`src/rtl/misr_compactor_if.sv`:
```
// misr_compactor_if: handshake and signature bus between the LBIST response source and the MISR
//   start      run start/restart pulse (master -> slave)
//   resp       CUT response vector (master -> slave)
//   resp_valid resp is valid this cycle (master -> slave)
//   resp_ready compactor accepts a response this cycle (slave -> master)
//   sig        current signature (slave -> master)
//   sig_valid  signature final (slave -> master)
//   busy       run in progress (slave -> master)
interface misr_compactor_if #(parameter int RC_BITS = 8);
  logic               start;
  logic [RC_BITS-1:0] resp;
  logic               resp_valid;
  logic               resp_ready;
  logic [RC_BITS-1:0] sig;
  logic               sig_valid;
  logic               busy;
  modport master (output start, resp, resp_valid, input resp_ready, sig, sig_valid, busy);
  modport slave (input start, resp, resp_valid, output resp_ready, sig, sig_valid, busy);
endinterface

```
`src/rtl/misr_compactor.sv`:
```
// misr_compactor: multiple-input signature register compacting NUM_PATTERNS responses into one signature
//   clk   rising-edge clock
//   rst_n asynchronous active-low reset
//   bus   slave side of misr_compactor_if (start/resp/resp_valid in; resp_ready/sig/sig_valid/busy out)
module misr_compactor #(
  parameter int                 RC_BITS      = 8,
  parameter int                 NUM_PATTERNS = 16,
  parameter logic [RC_BITS-1:0] POLY         = 8'h1D,
  parameter logic [RC_BITS-1:0] SEED         = 8'h00
) (
  input logic              clk,
  input logic              rst_n,
  misr_compactor_if.slave  bus
);
  localparam int CW = $clog2(NUM_PATTERNS + 1);
  localparam logic [CW-1:0] LAST = CW'(NUM_PATTERNS - 1);
  typedef enum logic [1:0] {IDLE, COMPACT, DONE} state_t;
  state_t             state;
  logic [RC_BITS-1:0] sig;
  logic [RC_BITS-1:0] nxt;
  logic [CW-1:0]      cnt;
  logic               sig_valid;
  always_comb nxt = {sig[RC_BITS-2:0], 1'b0} ^ (sig[RC_BITS-1] ? POLY : '0) ^ bus.resp;
  // start outranks resp_valid in every state, so a restart discards that cycle's response
  always_ff @(posedge clk or negedge rst_n) begin
    if (!rst_n) begin
      state     <= IDLE;
      sig       <= '0;
      cnt       <= '0;
      sig_valid <= 1'b0;
    end else if (bus.start) begin
      state     <= COMPACT;
      sig       <= SEED;
      cnt       <= '0;
      sig_valid <= 1'b0;
    end else if (state == COMPACT && bus.resp_valid) begin
      sig <= nxt;
      cnt <= cnt + 1'b1;
      if (cnt == LAST) begin
        state     <= DONE;
        sig_valid <= 1'b1;
      end
    end
  end
  assign bus.sig        = sig;
  assign bus.sig_valid  = sig_valid;
  assign bus.busy       = state == COMPACT;
  assign bus.resp_ready = state == COMPACT;
endmodule

```
`src/flat_wrapper.sv`:
```
// flat-port wrapper written by rule: the top's interface ports become plain ports
module misr_compactor_flat 
#(
  parameter int                 RC_BITS      = 8,
  parameter int                 NUM_PATTERNS = 16,
  parameter logic [RC_BITS-1:0] POLY         = 8'h1D,
  parameter logic [RC_BITS-1:0] SEED         = 8'h00
)
  (clk, rst_n, bus_start, bus_resp, bus_resp_valid, bus_resp_ready, bus_sig, bus_sig_valid, bus_busy);
  misr_compactor_if #(.RC_BITS(RC_BITS)) bus_i ();
  input logic clk;
  input logic rst_n;
  input wire logic [$bits(bus_i.start)-1:0] bus_start;
  input wire logic [$bits(bus_i.resp)-1:0] bus_resp;
  input wire logic [$bits(bus_i.resp_valid)-1:0] bus_resp_valid;
  output wire logic [$bits(bus_i.resp_ready)-1:0] bus_resp_ready;
  output wire logic [$bits(bus_i.sig)-1:0] bus_sig;
  output wire logic [$bits(bus_i.sig_valid)-1:0] bus_sig_valid;
  output wire logic [$bits(bus_i.busy)-1:0] bus_busy;
  assign bus_i.start = bus_start;
  assign bus_i.resp = bus_resp;
  assign bus_i.resp_valid = bus_resp_valid;
  assign bus_resp_ready = bus_i.resp_ready;
  assign bus_sig = bus_i.sig;
  assign bus_sig_valid = bus_i.sig_valid;
  assign bus_busy = bus_i.busy;
  misr_compactor #(.RC_BITS(RC_BITS), .NUM_PATTERNS(NUM_PATTERNS), .POLY(POLY), .SEED(SEED)) u_core (.clk(clk), .rst_n(rst_n), .bus(bus_i));
endmodule
```
`config.mk`:
```
export PLATFORM = sky130hd
export DESIGN_NAME = misr_compactor_flat
export DESIGN_NICKNAME = d
export VERILOG_FILES = /design/src/rtl/misr_compactor_if.sv /design/src/rtl/misr_compactor.sv /design/src/flat_wrapper.sv
export SDC_FILE = /design/constraint.sdc
export NUM_CORES = 1
export LEC_CHECK = 0
export ABC_AREA = 1
export CORE_UTILIZATION = 40
export CTS_CLUSTER_SIZE = 24
export DETAILED_ROUTE_END_ITERATION = 6
export GPL_ROUTABILITY_DRIVEN = 1
export GPL_TIMING_DRIVEN = 0
export HOLD_SLACK_MARGIN = 0.03
export PLACE_DENSITY = 0.72
export SETUP_SLACK_MARGIN = 0.2
export SLEW_MARGIN = 40
export SYNTH_ARGS = -nofsm -noshare
export SYNTH_HDL_FRONTEND = slang
export SYNTH_SLANG_ARGS = --single-unit
```
`constraint.sdc`:
```
create_clock -name clk -period 1.2 [get_ports clk]
set_input_delay 0.3 -clock clk [delete_from_list [all_inputs] [get_ports clk]]
set_output_delay 0.3 -clock clk [all_outputs]
set_load 0.01 [all_outputs]
```
Yosys cells after proc, flatten, opt, wreduce, memory -nomap -nowiden
Index checks and enable logic that the tools add are counted.
- register bits after elaboration: 16
- logic and storage cells: 24
- output and inout port bits: 11
- multiplexer cells: 11
- bitwise gates (word level): 2
- reduce and logical (&&, ||, !) cells: 4
- $add $sub $neg: 1
- eq/ne operators: 2
- operator list (kind ; count):
    2-to-1 mux 8 bit ; 2
    bitwise XOR 8 bit ; 2
    2-to-1 mux 5 bit ; 3
    2-to-1 mux 2 bit ; 3
    adder 5 x 1 -> 5 bit, second input constant ; 1
    == test 5 x 4 -> 1 bit, second input constant ; 1
    nonzero test 2 bit ; 2
    2-to-1 mux 1 bit ; 3
    == test 2 x 1 -> 1 bit, second input constant ; 1
    AND reduction 2 bit ; 1
    logical AND 1 bit ; 1

Depth between registers and ports, before layout
Gate-level depths: netlist (run 1).
- depth in word-level cells: 5
- gate-level depth with buffers: 8
- gate-level depth less buffers: 8

Least setup slack after synthesis (run 1)
OpenSTA, ideal clock, no wires.
- path type: reg2reg
- from: register u_core.cnt[0]
- to: register u_core.cnt[4]
- data required time: 1.117 ns
- stages on the path, launching flop included: 8
- path slack: -0.015 ns
- data arrival time: 1.133 ns
- path buffers: 0
- path through: dfrtp_1 ha_1 nand2_1 nor2_1 ha_1 nor2_1 nand2_1 o21ai_0
- cells in the longest elaborated chain, start to end: 3
- RTL lines (what ; line ; text):
    start: declaration ; misr_compactor.sv:21 ; logic [CW-1:0] cnt;
    start signal: assignment ; misr_compactor.sv:38 ; cnt <= cnt + 1'b1;
    adder 5 x 1 -> 5 bit ; misr_compactor.sv:38 ;
    2-to-1 mux 5 bit ; misr_compactor.sv:36 ; end else if (state == COMPACT && bus.resp_valid) begin
    2-to-1 mux 5 bit ; misr_compactor.sv:31 ; end else if (bus.start) begin
Every way passes these cells. The select of a mux whose other input is x is not followed.
A chain may end at the register's enable or synchronous reset.

==> metrics.md, run 1 <==
| Metric | Value |
|---|---|
| CTS tree | `built` |
| Die Wd | `roughly 47 um` |
| Max clock buf depth | `2` |
| Die height | `46.5 um` |
| DR WL/cell | `about 12 um` |
| Final nets | `about 170` |
| EDFF count, synth | `0` |
| # setup viols final | `18` |
| Port-buffer cells | `22` |
| Required time worst endpoint | `about 0.9 ns` |
| Seq cells post-synth | `15` |
| Dpl hpwl | `roughly 1300 um` |
| Initial Util | `0.445` |
| Switch Pwr | `404 uW` |
| Synth-to-Final Area Change | `62.9%` |
| Clock Skews | `around 0.0026 ns` |
| Largest cells by area after synthesis | `dfrtp_1 (47%), nand2_1 (18%), inv_1 (6.2%)` |
| Cell Pwr Density | `~1000 mW/mm2` |
| Synth Area per Inst | `between 7 and 8 um2` |
| Status | `finished, violations left` |
| GRT Util Overall | `0.229` |
| Post-synth design cell area | `between 700 and 800 um2` |
| Final worst slack | `-0.149 ns` |
| ANT nets after route | `0` |
| Largest net degree at the start of global routing | `16` |
| Busiest metal layer after global routing | `met2` |
| Share of cells above drive strength 1 | `0.387` |
| Placed instance count | `roughly 150` |
| GR Util met3 | `0.0118` |
| FILL cells | `roughly 140` |
| Rel. slew slack | `0.541` |
| Io pins | `23` |
| # diodes | `0` |
| Critical path launch point type | `flip-flop` |
| Final Hold Violating Endpoints | `0` |
| Max FO, Critical Path | `3` |
| Crit path capture type | `output pin` |
| Clk root buf | `clkbuf_4` |
| Clk sinks | `15` |
| Grt met2 use | `0.383` |
| Row cnt | `15` |
| Syn Nets | `~120` |
| Vias in the first global route | `758` |
| Crit share post-route | `1.12` |
| Synth cell types | `15` |
| Vias | `818` |
| Leading area contributor after synthesis | `dfrtp_1` |
| Max frequency | `741 MHz` |
| Post-synth top area share | `0.473` |
| Switching share of power | `0.311` |
| Sequential fraction of design power | `0.450` |
| Register area | `approximately 380 um2` |
| Max Cap Viol | `0` |
| Routed WL | `~2200 um` |
| Overflow after GRT | `0` |
| M1 GR Usage | `0.274` |
| Post-Layout Inst Area | `around 0.0013 mm2` |
| H-tree Lvls | `1` |
| Worst-skew pair later-pin latency | `roughly 0.29 ns` |
| Num CTS Buffers | `3` |
| Clock share of power | `0.238` |
| Yosys warnings | `0` |
| VDD IR max | `~0.63 mV` |
| Setup CP Type | `reg2out` |
| Setup total negative slack | `-1.18 ns` |
| Comb pwr share | `0.312` |
| Slew Limit Fails | `0` |
| Commonest cells in the netlist | `nand2_1 (37), dfrtp_1 (15), inv_1 (13), nor2_1 (9), nand3_1 (8)` |
| Post-route insts no fill | `175` |
| HP Class | `in2async` |
| WP data arrival | `between 1 and 1.5 ns` |
| Final core occ | `0.725` |
| Leak pwr | `just under 0.0007 uW` |
| Ys async rst share | `1.00` |
| Hold buffers post-CTS | `0` |
| Multi-input logic area | `roughly 430 um2` |
| GP Congestion | `around 0.73` |
| Post-route DRC | `0` |
| Failing checks | `setup timing` |
| Crit path time final | `approximately 1.3 ns` |
| Dpl ws | `-0.324 ns` |
| Pre-Repair DR Iteration Count | `4` |
| Synth Flop Type | `dfrtp_1` |
| Register area share after synthesis | `0.473` |
| First-pass GRT wire length | `between 3000 and 4000 um` |
| Initial DRC Count | `19` |
| Core area | `between 0.0015 and 0.002 mm2` |
| Internal power | `between 800 and 900 uW` |
| Reg clk slew, reported paths | `0.09 ns` |
| Actual slew at the worst max-slew pin | `about 0.69 ns` |
| Synth Instances | `around 100` |
| RSZ-0062 raised after global routing | `yes` |
| Detail-routed via count per cell | `~4.7` |
| Top-count cell post-synth | `nand2_1` |
| Instance area after placement | `0.00106 mm2` |
| Die Area | `0.00217 mm2` |
| Initial antenna violation count | `0` |
-- power by group through the flow --
stage / clock network (uW) / logic, uW / registers, uW
3_5_place_dp: 0 / 254 / 613
2_1_floorplan: 0 / 121 / 616
5_1_grt: 332 / 444 / 591
4_1_cts: 311 / 352 / 582
6_report: 310 / 405 / 584
3_3_place_gp: 0 / 248 / 610
-- stage by stage --
stage / hold slack [ns] / power (uW)
detailed placement: 0.512 / 867
global placement: 0.500 / 858
floorplan: 0.00441 / 737
CTS: 0.438 / 1250
finish: 0.0215 / 1300
global route: 0.0972 / 1370
-- routing by layer --
layer  vias up  wire length (um)  share of wire
met3         4                78          0.036
met1       375               850           0.39
li1        417                 -              -
met5         -                 0              0
met4         0                60          0.028
met2        22              1170           0.54
-- worst max-delay path, stage by stage (launching register included) --
cell and delay, ns:
dfrtp_2 0.44, nor2_4 0.13, buf_6 0.10, buf_6 0.08
-- layout make-up --
cell class | count | area share
multi-input combinational | 72 | 0.334
sequential | 15 | 0.292
inverter | 15 | 0.0494
clock buffer | 4 | 0.0203
buffer | 1 | 0.00871
timing repair buffer | 43 | 0.271
tap | 25 | 0.0242
-- cell families after synthesis --
kind of cell | after synthesis | share of synthesized area
buffers and inverters | 16 | 0.0805
adder cells (fa/ha/maj) | 2 | 0.0315
XOR/XNOR | 5 | 0.0552
flip-flops | 15 | 0.473
AO/OA/AOI/OAI | 7 | 0.0473
AND/OR/NAND/NOR | 57 | 0.312
-- final timing paths --
| path | from | slack, ns | depth (start not counted) | end |
|---|---|---|---|---|
| max reg2reg | u_core.cnt[1] | -0.10 | 7 | u_core.cnt[4] |
| min reg2reg | u_core.cnt[3] | 0.56 | 3 | u_core.cnt[3] |
| max | u_core.bus.sig_valid | -0.15 | 3 | bus_resp_ready |
| min in group clk | bus_start | 0.50 | 2 | u_core.bus.sig_valid |
| min | rst_n | 0.02 | 1 | u_core.bus.sig[4] |
| max in group asynchronous | rst_n | 0.70 | 1 | u_core.bus.sig_valid |
-- repair_timing --
action / 4_1_cts / 5_1_grt
gates resized for setup: 63 / 12
buffers inserted: 15 / 6
pin swaps: 8 / 8
cloned: 1 / 0
endpoints found under the setup margin: 26 / 41
-- flip-flops by register name, indices dropped and copies added, names as in the netlist --
register,flops
u_core.state,1
u_core.cnt,5
u_core.bus.sig_valid,1
u_core.bus.sig,8
-- cell usage in the layout, fill, tap and decap left out, drive strengths merged, types with 2 or more instances in the layout --
cell	count
o21ai	5
xor2	5
nand2	38
clkdlybuf4s50	9
clkbuf	4
nor2	11
ha	2
buf	33
nand3	9
dfrtp	15
inv	15
No activity file was read; power rests on OpenSTA's default activity.
==> inputs of run 2 (changes only) <==
--- a/config.mk
+++ b/config.mk
@@ -14,6 +14,7 @@
 export HOLD_SLACK_MARGIN = 0.03
 export PLACE_DENSITY = 0.72
 export SETUP_SLACK_MARGIN = 0.2
+export SKIP_LAST_GASP = 1
 export SLEW_MARGIN = 40
 export SYNTH_ARGS = -nofsm -noshare
 export SYNTH_HDL_FRONTEND = slang
==> run 2 against run 1 <==
Against the previous run: cell count unchanged; the run still ends with setup timing left; setup slack lost 0.0011 ns; critical path depth unchanged; count of clock-buffer cells in the layout is the same; maximum frequency hardly changed; global-route usage unchanged; utilization fell by 0.14 points; die area stayed put; sequential cell count stayed put; via count rose by 1.5%.
==> metrics.md, run 2 (synthesized netlist as in run 1, its figures left out) <==
| Metric | Value |
|---|---|
| GP Congestion | `0.726 (unchanged)` |
| Rel. slew slack | `0.546 (was 0.541)` |
| Dpl hpwl | `1280 um (unchanged)` |
| Row cnt | `15 (unchanged)` |
| VDD IR max | `0.632 mV (was 0.630 mV)` |
| Commonest non-fill, non-tap cell in the layout | `nand2_1 (unchanged)` |
| Max clock buf depth | `2 (unchanged)` |
| Clock Skews | `0.00271 ns (was 0.00262 ns)` |
| Overflow after GRT | `0 (unchanged)` |
| Largest net degree at the start of global routing | `16 (unchanged)` |
| Max FO, Critical Path | `3 (unchanged)` |
| Detail-routed via count per cell | `4.74 (was 4.67)` |
| Port-buffer cells | `22 (unchanged)` |
| Pre-Repair DR Iteration Count | `4 (unchanged)` |
| Crit share post-route | `1.13 (was 1.12)` |
| Vias in the first global route | `758 (unchanged)` |
| WP data arrival | `1.05 ns (about the same)` |
| Num CTS Buffers | `3 (unchanged)` |
| Synth-to-Final Area Change | `62.6% (was 62.9%)` |
| Critical path launch point type | `flip-flop (unchanged)` |
| CTS tree | `built (unchanged)` |
| Required time worst endpoint | `0.90 ns (about the same)` |
| Status | `finished, violations left (unchanged)` |
| Max Cap Viol | `0 (unchanged)` |
| Core area | `0.00178 mm2 (unchanged)` |
| Internal reg-to-reg setup slack | `-0.10 ns (about the same)` |
| Failing checks | `setup timing (unchanged)` |
| Clk root buf | `clkbuf_4 (unchanged)` |
| Actual slew at the worst max-slew pin | `0.679 ns (was 0.687 ns)` |
| First-pass GRT wire length | `3260 um (unchanged)` |
| Crit path capture type | `output pin (unchanged)` |
| Initial Util | `0.445 (unchanged)` |
| Io pins | `23 (unchanged)` |
| Reg clk slew, reported paths | `0.09 ns (about the same)` |
| Worst-skew pair later-pin latency | `0.30 ns (was 0.29 ns)` |
| Final nets | `165 (unchanged)` |
| RSZ-0062 raised after global routing | `yes (unchanged)` |
| Initial antenna violation count | `0 (unchanged)` |
| Post-route DRC | `0 (unchanged)` |
| H-tree Lvls | `1 (unchanged)` |
| GRT Util Overall | `0.229 (unchanged)` |
| Routed WL | `2160 um (about the same)` |
| DR WL/cell | `12.3 um (about the same)` |
| # setup viols final | `18 (unchanged)` |
| Hold buffers post-CTS | `0 (unchanged)` |
| Final worst slack | `-0.150 ns (was -0.149 ns)` |
| HP Class | `in2async (unchanged)` |
| Hold WS | `0.0168 ns (was 0.0215 ns)` |
| Largest regs | `u_core.bus.sig: 8 flops, u_core.cnt: 5 flops (unchanged)` |
| Vias | `830 (was 818)` |
| Crit path time final | `1.35 ns (about the same)` |
| Slew Limit Fails | `0 (unchanged)` |
| Cell Pwr Density | `1010 mW/mm2 (was 1000 mW/mm2)` |
| Clk sinks | `15 (unchanged)` |
| Final Hold Violating Endpoints | `0 (unchanged)` |
| Commonest non-fill, non-tap cells in the layout | `nand2_1 (35), buf_4 (19), dfrtp_1 (13), inv_1 (12), clkdlybuf4s50_1 (9) (was nand2_1 (34), buf_4 (19), dfrtp_1 (13), inv_1 (12), clkdlybuf4s50_1 (9))` |
| Setup total negative slack | `-1.19 ns (was -1.18 ns)` |
| Die Area | `0.00217 mm2 (unchanged)` |
| Initial DRC Count | `16 (was 19)` |
| Max frequency | `741 MHz (about the same)` |
| Share of cells above drive strength 1 | `0.380 (was 0.387)` |
| Top reg by flops | `u_core.bus.sig (unchanged)` |
| Max reg flops | `8 (unchanged)` |
| Leak pwr | `0.000673 uW (about the same)` |
| Die Wd | `46.5 um (unchanged)` |
| # diodes | `0 (unchanged)` |
| Die height | `46.5 um (unchanged)` |
| ANT nets after route | `0 (unchanged)` |
| Dpl ws | `-0.324 ns (unchanged)` |
| Setup CP Type | `reg2out (unchanged)` |
[run 2: cell count changes in the layout (fill, tap and decap cells not counted)]
cell / delta
nand2_2: -1
nand2_1: +1
[run 2: power by group]
part           switching, uW  internal (uW)  leakage (uW)  total (uW)
registers               29.9            554      0.000193         584
logic                    194            211      0.000465         405
clock network            180            130     0.0000150         310
total                    404            895      0.000673        1300
[run 2: final timing paths]
check | end | startpoint | depth (start not counted)
min in group clk | u_core.bus.sig_valid | bus_start | 2
worst min-delay path | u_core.bus.sig[4] | rst_n | 1
max in group asynchronous | u_core.bus.sig_valid | rst_n | 1
worst min register to register | u_core.cnt[3] | u_core.cnt[3] | 3
worst max register to register | u_core.cnt[4] | u_core.cnt[1] | 7
worst max-delay path | bus_resp_ready | u_core.bus.sig_valid | 3
[run 2: cell type report]
cell class | count | area, um2
buffer | 1 | 11.3
clock buffer | 4 | 26.3
fill | 146 | 493
inverter | 15 | 63.8
multi-input combinational | 72 | 429
sequential | 15 | 378
tap | 25 | 31.3
timing repair buffer | 43 | 350
[run 2: timing repair]
item                       CTS  global route
pin swaps                    7             8
cloned                       1             0
setup buffers               15             6
setup endpoints to repair   26            41
gates resized for setup     63            11
[run 2: metal layers]
layer / global-route usage / part of all wire / vias up
li1: - / - / 413
met1: 0.274 / 0.40 / 386
met2: 0.383 / 0.54 / 26
met3: 0.0118 / 0.030 / 5
met4: 0.165 / 0.029 / 0
met5: 0 / 0 / -
[run 2: critical path: stages, from the launching register on]
cell	delay (ns)
dfrtp_2	0.44
nor2_4	0.13
buf_6	0.10
buf_6	0.08
[run 2: metrics by stage]
| stage | cell area (um2) | power [uW] | utilization | std cells |
|---|---|---|---|---|
| 4_1_cts | 1210 | 1250 | 0.678 | 169 |
| 6_report | 1290 | 1300 | 0.724 | 175 |
| 3_5_place_dp | 1060 | 867 | 0.594 | 149 |
| 5_1_grt | 1290 | 1370 | 0.724 | 175 |
| 3_3_place_gp | 1060 | 858 | 0.594 | 149 |
| 2_1_floorplan | 808 | 737 | - | 102 |
==> inputs of run 3 (changes only) <==
--- a/config.mk
+++ b/config.mk
@@ -9,10 +9,10 @@
 export CORE_UTILIZATION = 40
 export CTS_CLUSTER_SIZE = 24
 export DETAILED_ROUTE_END_ITERATION = 6
-export GPL_ROUTABILITY_DRIVEN = 1
+export GPL_ROUTABILITY_DRIVEN = 0
 export GPL_TIMING_DRIVEN = 0
 export HOLD_SLACK_MARGIN = 0.03
-export PLACE_DENSITY = 0.72
+export PLACE_DENSITY = 0.78
 export SETUP_SLACK_MARGIN = 0.2
 export SKIP_LAST_GASP = 1
 export SLEW_MARGIN = 40
==> run 3 against run 2 <==
Against the previous run: the flow still finishes with violations (setup timing); worst hold slack improved by 0.015 ns; total power decreased by 4.4%; non-clock buffer count fell by 6; setup slack better by 0.012 ns; critical path depth increased by 1; clock power decreased by 4%; cell count is 3.4% lower; global-route usage shrank 0.68 points; first-iteration DRC count is 25% lower; sequential power hardly changed; combinational power down 12%; largest cell class unchanged; largest power group unchanged.
==> metrics.md, run 3 (synthesized netlist as in run 1, its figures left out) <==
| Metric | Value |
|---|---|
| Final Hold Violating Endpoints | `0 (unchanged)` |
| Switching share of power | `0.303 (was 0.311)` |
| # setup viols final | `15 (was 18)` |
| Worst-skew pair later-pin latency | `0.29 ns (was 0.30 ns)` |
| Routed WL | `1970 um (was 2160 um)` |
| Detail-routed via count per cell | `4.78 (was 4.74)` |
| Max FO, Critical Path | `3 (unchanged)` |
| Comb pwr share | `0.289 (was 0.312)` |
| Max reg flops | `8 (unchanged)` |
| FILL cells | `145 (was 146)` |
| Critical path launch point type | `flip-flop (unchanged)` |
| Io pins | `23 (unchanged)` |
| Post-route DRC | `0 (unchanged)` |
| Setup total negative slack | `-0.675 ns (was -1.19 ns)` |
| Initial DRC Count | `12 (was 16)` |
| Leak pwr | `0.000641 uW (was 0.000673 uW)` |
| GRT Util Overall | `0.222 (was 0.229)` |
| Row cnt | `15 (unchanged)` |
| Share of cells above drive strength 1 | `0.361 (was 0.380)` |
| Actual slew at the worst max-slew pin | `0.691 ns (was 0.679 ns)` |
| Die Area | `0.00217 mm2 (unchanged)` |
| Crit path time final | `1.34 ns (was 1.35 ns)` |
| Hold WS | `0.0323 ns (was 0.0168 ns)` |
| Clk sinks | `15 (unchanged)` |
| Switch Pwr | `376 uW (was 404 uW)` |
| First-pass GRT wire length | `3260 um (about the same)` |
| Pre-Repair DR Iteration Count | `4 (unchanged)` |
| Commonest non-fill, non-tap cell in the layout | `nand2_1 (unchanged)` |
| Die height | `46.5 um (unchanged)` |
| Max frequency | `748 MHz (was 741 MHz)` |
| Clk root buf | `clkbuf_4 (unchanged)` |
| WP data arrival | `1.04 ns (was 1.05 ns)` |
| Status | `finished, violations left (unchanged)` |
| Slew Limit Fails | `0 (unchanged)` |
| Register area | `378 um2 (unchanged)` |
| Crit path capture type | `output pin (unchanged)` |
| DR WL/cell | `11.6 um (was 12.3 um)` |
| Vias in the first global route | `801 (was 758)` |
| Vias | `808 (was 830)` |
| Clock share of power | `0.240 (was 0.238)` |
| Overflow after GRT | `0 (unchanged)` |
| Required time worst endpoint | `0.90 ns (about the same)` |
| Initial antenna violation count | `0 (unchanged)` |
| Final nets | `159 (was 165)` |
| Max Cap Viol | `0 (unchanged)` |
| Die Wd | `46.5 um (unchanged)` |
| Max clock buf depth | `2 (unchanged)` |
| Largest regs | `u_core.bus.sig: 8 flops, u_core.cnt: 5 flops (unchanged)` |
| VDD IR max | `0.597 mV (was 0.632 mV)` |
| Largest net degree at the start of global routing | `16 (unchanged)` |
| Top reg by flops | `u_core.bus.sig (unchanged)` |
| Dpl hpwl | `1210 um (was 1280 um)` |
| Clock Skews | `0.00257 ns (was 0.00271 ns)` |
| Core area | `0.00178 mm2 (unchanged)` |
| H-tree Lvls | `1 (unchanged)` |
| ANT nets after route | `0 (unchanged)` |
| Multi-input logic area | `424 um2 (was 429 um2)` |
| # diodes | `0 (unchanged)` |
| Failing checks | `setup timing (unchanged)` |
| HP Class | `in2async (unchanged)` |
| Commonest non-fill, non-tap cells in the layout | `nand2_1 (36), buf_4 (15), dfrtp_1 (13), inv_1 (11), clkdlybuf4s50_1 (9) (was nand2_1 (35), buf_4 (19), dfrtp_1 (13), inv_1 (12), clkdlybuf4s50_1 (9))` |
| RSZ-0062 raised after global routing | `yes (unchanged)` |
| Final worst slack | `-0.138 ns (was -0.150 ns)` |
| Num CTS Buffers | `3 (unchanged)` |
| Port-buffer cells | `22 (unchanged)` |
| Rel. slew slack | `0.538 (was 0.546)` |
| Synth-to-Final Area Change | `55.0% (was 62.6%)` |
| Initial Util | `0.445 (unchanged)` |
| CTS tree | `built (unchanged)` |
| Crit share post-route | `1.11 (was 1.13)` |
| Reg clk slew, reported paths | `0.09 ns (about the same)` |
| Cell Pwr Density | `1010 mW/mm2 (about the same)` |
| Setup CP Type | `reg2out (unchanged)` |
| Internal power | `865 uW (was 895 uW)` |
| Sequential fraction of design power | `0.471 (was 0.450)` |
[run 3: power groups by stage]
stage	Combinational, uW	Sequential (uW)	Clock (uW)
3_5_place_dp	255	612	0
2_1_floorplan	121	616	0
4_1_cts	349	585	309
5_1_grt	400	589	332
6_report	358	585	298
3_3_place_gp	245	611	0
[run 3: per-stage QoR]
step | worst slack (ns) | util | instance area [um2] | cells | power [uW]
floorplan | 0.0205 | - | 808 | 102 | 737
global placement | -0.273 | 0.594 | 1060 | 149 | 856
detailed placement | -0.300 | 0.594 | 1060 | 149 | 868
CTS | -0.148 | 0.669 | 1190 | 167 | 1240
global route | -0.205 | 0.690 | 1230 | 169 | 1320
finish | -0.138 | 0.690 | 1230 | 169 | 1240
[run 3: area by class of cell]
cell class,count,area share
Multi-Input combinational cell,72,0.345
Sequential cell,15,0.307
Timing Repair Buffer,37,0.242
Tap cell,25,0.0254
Inverter,15,0.0498
Buffer,1,0.00916
Clock buffer,4,0.0214
[run 3: worst max-delay path, stage by stage, from the launching register on]
cell and delay (ns):
dfrtp_1 0.38, inv_2 0.06, nor2_4 0.12, buf_6 0.10
buf_6 0.09
[run 3: worst paths after layout]
| path | endpoint | cells past startpoint | startpoint | slack, ns |
|---|---|---|---|---|
| worst min register to register | u_core.cnt[4] | 2 | u_core.cnt[4] | 0.54 |
| worst max register to register | u_core.cnt[4] | 7 | u_core.cnt[1] | -0.09 |
| max in group asynchronous | u_core.bus.sig[7] | 1 | rst_n | 0.69 |
| worst max-delay path | bus_resp_ready | 4 | u_core.state[0] | -0.14 |
| worst min-delay path | u_core.bus.sig_valid | 1 | rst_n | 0.03 |
| min in group clk | u_core.bus.sig_valid | 2 | bus_start | 0.52 |
[run 3: what timing repair did]
item,4_1_cts,5_1_grt
endpoints found under the hold margin,0,0
resized for setup,63,9
hold buffers,0,0
setup endpoints to repair,25,28
pin swaps,11,8
cloned,1,0
buffers inserted,13,2
[run 3: per-layer routing]
| metal | track usage | vias up | part of all wire | routed length (um) |
|---|---|---|---|---|
| li1 | - | 396 | - | - |
| met1 | 0.251 | 372 | 0.41 | 813 |
| met4 | 0.129 | 0 | 0.017 | 33 |
| met5 | 0 | - | 0 | 0 |
| met2 | 0.367 | 34 | 0.52 | 1020 |
| met3 | 0.0627 | 6 | 0.051 | 101 |
